$ cat config.mk
export PLATFORM = sky130hd
export DESIGN_NAME = write_sequencer
export DESIGN_NICKNAME = d
export VERILOG_FILES = /design/src/rtl/write_sequencer.sv
export SDC_FILE = /design/constraint.sdc
export NUM_CORES = 1
export LEC_CHECK = 0
export BUFFER_PORTS_ARGS = -buffer_cell sky130_fd_sc_hd__buf_2
export CAP_MARGIN = 20
export CORE_MARGIN = 10
export CORE_UTILIZATION = 54
export CTS_BUF_LIST = sky130_fd_sc_hd__clkbuf_2 sky130_fd_sc_hd__clkbuf_4 sky130_fd_sc_hd__clkbuf_8
export DETAILED_ROUTE_END_ITERATION = 10
export PLACE_DENSITY_LB_ADDON = 0.08
export SKIP_CTS_REPAIR_TIMING = 1
export SYNTH_ARGS = -nofsm -noshare
export SYNTH_HDL_FRONTEND = slang
export SYNTH_SLANG_ARGS = --single-unit
$ cat constraint.sdc
create_clock -name phi1 -period 2.5 [get_ports phi1]
set_input_delay 0.125 -clock phi1 [delete_from_list [all_inputs] [get_ports phi1]]
set_output_delay 0.125 -clock phi1 [all_outputs]
set_load 0.03 [all_outputs]
$ cat src/rtl/write_sequencer.sv
// Stack/store write sequencer: issues one to three single-cycle bus writes per request.
// Optional macro WRITE_SEQ_BFLAG_EN forces the B/unused status bits on the PC+P push.
`ifndef REG_WIDTH
`define REG_WIDTH 8
`endif
`ifndef ADDR_WIDTH
`define ADDR_WIDTH 16
`endif

module write_sequencer #(
  parameter int REG_WIDTH  = `REG_WIDTH,
  parameter int ADDR_WIDTH = `ADDR_WIDTH,
  parameter logic [ADDR_WIDTH-1:0] STACK_BASE = 16'h0100
) (
  input  logic                  phi1,
  input  logic                  reset,
  input  logic                  wr_req,
  input  logic [1:0]            wr_kind,
  input  logic [ADDR_WIDTH-1:0] wr_addr,
  input  logic [REG_WIDTH-1:0]  wr_data,
  input  logic [ADDR_WIDTH-1:0] pc_in,
  input  logic [REG_WIDTH-1:0]  p_in,
  input  logic                  brk,
  input  logic [REG_WIDTH-1:0]  sp,
  output logic [ADDR_WIDTH-1:0] addr,
  output logic [REG_WIDTH-1:0]  data_out,
  output logic                  we,
  output logic                  busy,
  output logic                  write_done,
  output logic [REG_WIDTH-1:0]  sp_next,
  output logic                  sp_update
);

  typedef enum logic [1:0] {IDLE, BYTE0, BYTE1, BYTE2} state_t;

  state_t                  state_r;
  logic [1:0]              kind_r;
  logic [ADDR_WIDTH-1:0]   pc_r;
  logic [REG_WIDTH-1:0]    pstat_r;
  logic [REG_WIDTH-1:0]    sp_r;
  logic                    last_s;

  // Pushes stay inside the stack page: only the low byte of the address moves.
  function automatic logic [ADDR_WIDTH-1:0] stack_addr(input logic [REG_WIDTH-1:0] s);
    return STACK_BASE + {{(ADDR_WIDTH-REG_WIDTH){1'b0}}, s};
  endfunction

  function automatic logic [1:0] byte_count(input logic [1:0] kind);
    case (kind)
      2'b10:   return 2'd2;
      2'b11:   return 2'd3;
      default: return 2'd1;
    endcase
  endfunction

`ifdef WRITE_SEQ_BFLAG_EN
  function automatic logic [REG_WIDTH-1:0] status_byte(input logic [REG_WIDTH-1:0] p, input logic b);
    return {p[7:6], 1'b1, b, p[3:0]};
  endfunction
`else
  logic unused_brk_s;
  assign unused_brk_s = brk;

  function automatic logic [REG_WIDTH-1:0] status_byte(input logic [REG_WIDTH-1:0] p, input logic b);
    logic unused_b;
    unused_b = b;
    return p;
  endfunction
`endif

  // Flags the cycle whose byte is the final one of the current sequence.
  always_comb begin
    last_s = 1'b0;
    case (state_r)
      BYTE0:   last_s = ~kind_r[1];
      BYTE1:   last_s = (kind_r != 2'b11);
      BYTE2:   last_s = 1'b1;
      default: last_s = 1'b0;
    endcase
  end

  // Sequencer state, operand latches and all registered bus/handshake outputs.
  always_ff @(posedge phi1 or posedge reset) begin
    if (reset) begin
      state_r    <= IDLE;
      kind_r     <= 2'b00;
      pc_r       <= {ADDR_WIDTH{1'b0}};
      pstat_r    <= {REG_WIDTH{1'b0}};
      sp_r       <= {REG_WIDTH{1'b0}};
      addr       <= {ADDR_WIDTH{1'b0}};
      data_out   <= {REG_WIDTH{1'b0}};
      we         <= 1'b0;
      busy       <= 1'b0;
      write_done <= 1'b0;
      sp_update  <= 1'b0;
      sp_next    <= {REG_WIDTH{1'b0}};
    end else begin
      write_done <= 1'b0;
      sp_update  <= 1'b0;
      if (state_r == IDLE) begin
        if (wr_req) begin
          kind_r   <= wr_kind;
          pc_r     <= pc_in;
          pstat_r  <= status_byte(p_in, brk);
          sp_r     <= sp;
          we       <= 1'b1;
          busy     <= 1'b1;
          state_r  <= BYTE0;
          addr     <= (wr_kind == 2'b00) ? wr_addr : stack_addr(sp);
          data_out <= wr_kind[1] ? pc_in[ADDR_WIDTH-1 -: REG_WIDTH] : wr_data;
        end else begin
          we   <= 1'b0;
          busy <= 1'b0;
        end
      end else if (last_s) begin
        we         <= 1'b0;
        busy       <= 1'b0;
        write_done <= 1'b1;
        state_r    <= IDLE;
        if (kind_r != 2'b00) begin
          sp_update <= 1'b1;
          sp_next   <= sp_r - REG_WIDTH'(byte_count(kind_r));
        end else begin
          sp_update <= 1'b0;
        end
      end else begin
        case (state_r)
          BYTE0: begin
            addr     <= stack_addr(sp_r - REG_WIDTH'(2'd1));
            data_out <= pc_r[REG_WIDTH-1:0];
            state_r  <= BYTE1;
          end
          BYTE1: begin
            addr     <= stack_addr(sp_r - REG_WIDTH'(2'd2));
            data_out <= pstat_r;
            state_r  <= BYTE2;
          end
          default: begin
            we      <= 1'b0;
            busy    <= 1'b0;
            state_r <= IDLE;
          end
        endcase
      end
    end
  end

endmodule

==> results.cfg <==
[outcome]
status = finished, violations left
violations = hold timing

[cts]
worstSkewPairLatency_ps = 350
tritoncts = done
clk_pin_slew_worst_paths_ps = 70
cts.path.max_buffers = 2
cts.sinks = 63
cts-root-buf = clkbuf_8
cts_made_buffers = 9
htree_num_levels = 3

[global_route]
grt_pass1_vias = 2732
grt_max_degree = 64
track_usage = 0.169
grt_pass1_wl_um = 13300
grt_antenna_before_repair = 0
overflow = 0

[logic_synthesis]
synth_cells = 286
syn_area_um2 = 3370
ys_types = 37
synth_top_family_by_area = multiplexers
synth_mux_area_frac = 0.218
synth_seq_cells = 63
async_flop_share = 1.00
yosysSeqAreaShare = 0.468
synth_xor_xnor_area_share = 0.0338
synth_top_area_frac = 0.468
yosys.area_share.simple = 0.0961
synth_nets = 359
yosysTopAreaCell = dfrtp_1
synth_ff_type = dfrtp_1
synth_compound_area_frac = 0.0991
ys_top_cells_by_area = dfrtp_1 47%, mux2_2 9.4%, mux2_4 8.9%
synth-edff-count = 0
ys_warn_count = 0
synthAdderAreaFrac = 0.0431
synth.avg_cell_area_um2 = 11.8

[drt]
wirelength_um = 8090
drtIter0Drc = 77
num_vias = 2490
viasPerCell = 5.31
drc_errors = 0
drtAntennaViolNets = 0
dr.pass1.iters = 4
wl_per_cell_um = 17.2

[worst_setup_path]
critPathMaxFanout = 21
rrSetupSlack_ps = 270
worstPathArrival_ps = 2460
worstSetupEndpointType = flip-flop
r2r_end = data_out[7]$_DFFE_PP0P_
r2r_cells = 8
cp-startpoint = state_r[0]$_DFFE_PP0P_
critical_path_required_ps = 2730
cp-endpoint = data_out[7]$_DFFE_PP0P_
reg2reg_from = state_r[0]$_DFFE_PP0P_
cp-start-kind = flip-flop
worstSetupPathType = flip-flop to flip-flop

[sta]
rsz0062_at_grt = false
setup_tns_ps = 0
finClkSkew_ps = 7.22
setup_viol = 0
hold_viol = 1
worst_slew_pin_slew_ps = 581
period_minus_slack_ps = 2230
finalHoldWorstSlack_ps = -7.96
maxSlewViolCount = 0
layout_worst_path_cycle_share = 0.890
maxSlewHeadroom = 0.612
timing.fmax_mhz = 449

[power_and_ir_drop]
p_leak_nw = 2.02
p_total_mw = 6.05
p_per_area_nw_per_um2 = 1460
peakVddDrop_mv = 0.843

[floorplanning]
start_util = 0.563
core_um2 = 5990
die_area_um2 = 9800
die_w_um = 99.0
rows = 28
io_pins = 98
die_height_um = 99.0

[placement]
dp.final_hpwl_um = 5950
place_inst = 449
io_buffers = 96
place_congestion = 0.764
placed_area_um2 = 3920

[finish]
fin_area_um2 = 4150
stdcell_count = 469
n_fill_cell = 483
syn_to_final_growth_pct = 23.2
nNetsFinal = 461
layout-drive-gt1-share = 0.445
multiInputGateArea_um2 = 1650
seqCellArea_um2 = 1580

[job]
maxCapViolations = 0

[worst_hold_path]
hold_class = primary input to flip-flop
-- cell families (layout without fill, tap and decap cells) --
group	Yosys count	after routing
multiplexers	60	60
AND/OR/NAND/NOR	61	61
XOR/XNOR	13	13
other	0	1
adder cells (fa/ha/maj)	11	11
flip-flops	63	63
buffers and inverters	25	132
AO/OA/AOI/OAI	53	53
-- power by group --
part,internal (mW),switching [mW]
sequential,1.52,0.349
clock,0.505,0.396
combinational,1.47,1.80
total,3.50,2.55
-- per-layer routing --
layer / vias up / GRT usage / wire [um]
li1: 1209 / - / -
met1: 1170 / 0.213 / 3670
met2: 95 / 0.249 / 3600
met3: 16 / 0.0587 / 629
met4: 0 / 0.0882 / 186
met5: - / 0 / 0
-- sequential cells by signal, indices dropped and copies added, names as in the netlist --
register and cells:
sp_next 8, pstat_r 8, sp_update 1, state_r 2, sp_r 8, write_done 1, busy 1, kind_r 2
pc_r 8, addr 16, data_out 8
-- metrics by stage --
step | setup WS (ps) | util
2_1_floorplan | 436 | -
3_3_place_gp | 340 | 0.655
3_5_place_dp | 299 | 0.655
4_1_cts | 277 | 0.688
5_1_grt | 175 | 0.693
6_report | 274 | 0.693
-- area by class of cell --
type	count	area share
Clock buffer	12	0.0368
Multi-Input combinational cell	198	0.398
Clock inverter	4	0.0108
Antenna cell	1	0.000603
Tap cell	75	0.0226
Timing Repair Buffer	107	0.143
Sequential cell	63	0.380
Inverter	9	0.00813
-- worst min-delay path by stage --
stage                 start                     end  slack (ps)  cells after the start
global route        p_in[7]  pstat_r[7]$_DFFE_PP0P_           1                      2
detailed placement    reset     pc_r[7]$_DFFE_PP0P_         220                      3
floorplan            wr_req  state_r[1]$_DFFE_PP0P_         210                      1
CTS                   reset     pc_r[7]$_DFFE_PP0P_        -160                      3
global placement      reset  sp_next[0]$_DFFE_PP0P_         220                      3
finish               wr_req  state_r[1]$_DFFE_PP0P_          -8                      2
-- synth_stat cells (8+ instances only) --
cell type and count:
mux2_2 28, a211oi_1 11, xor2_1 8, ha_1 10, nor2_1 16, mux2_4 20, o21ai_0 13, mux2i_1 12
dfrtp_1 63, nand2_1 13, a21oi_1 22, nor2b_1 13
-- worst max-delay path, cell delays in order, from the launching register on --
cell	delay, ps
dfrtp_1	410
inv_1	80
ha_1	230
nor2b_1	160
o31ai_4	400
a21boi_4	140
nor2_4	120
buf_12	210
mux2_2	350
-- cells in the final DEF (no fill, tap or decap), drive strengths merged, types with 11 or more instances in the layout --
cell	count
a211oi	11
a21oi	22
buf	104
clkbuf	12
dfrtp	63
mux2	48
mux2i	12
nand2	13
nor2	18
nor2b	13
o21ai	13
Power figures use the tool's default switching activity.
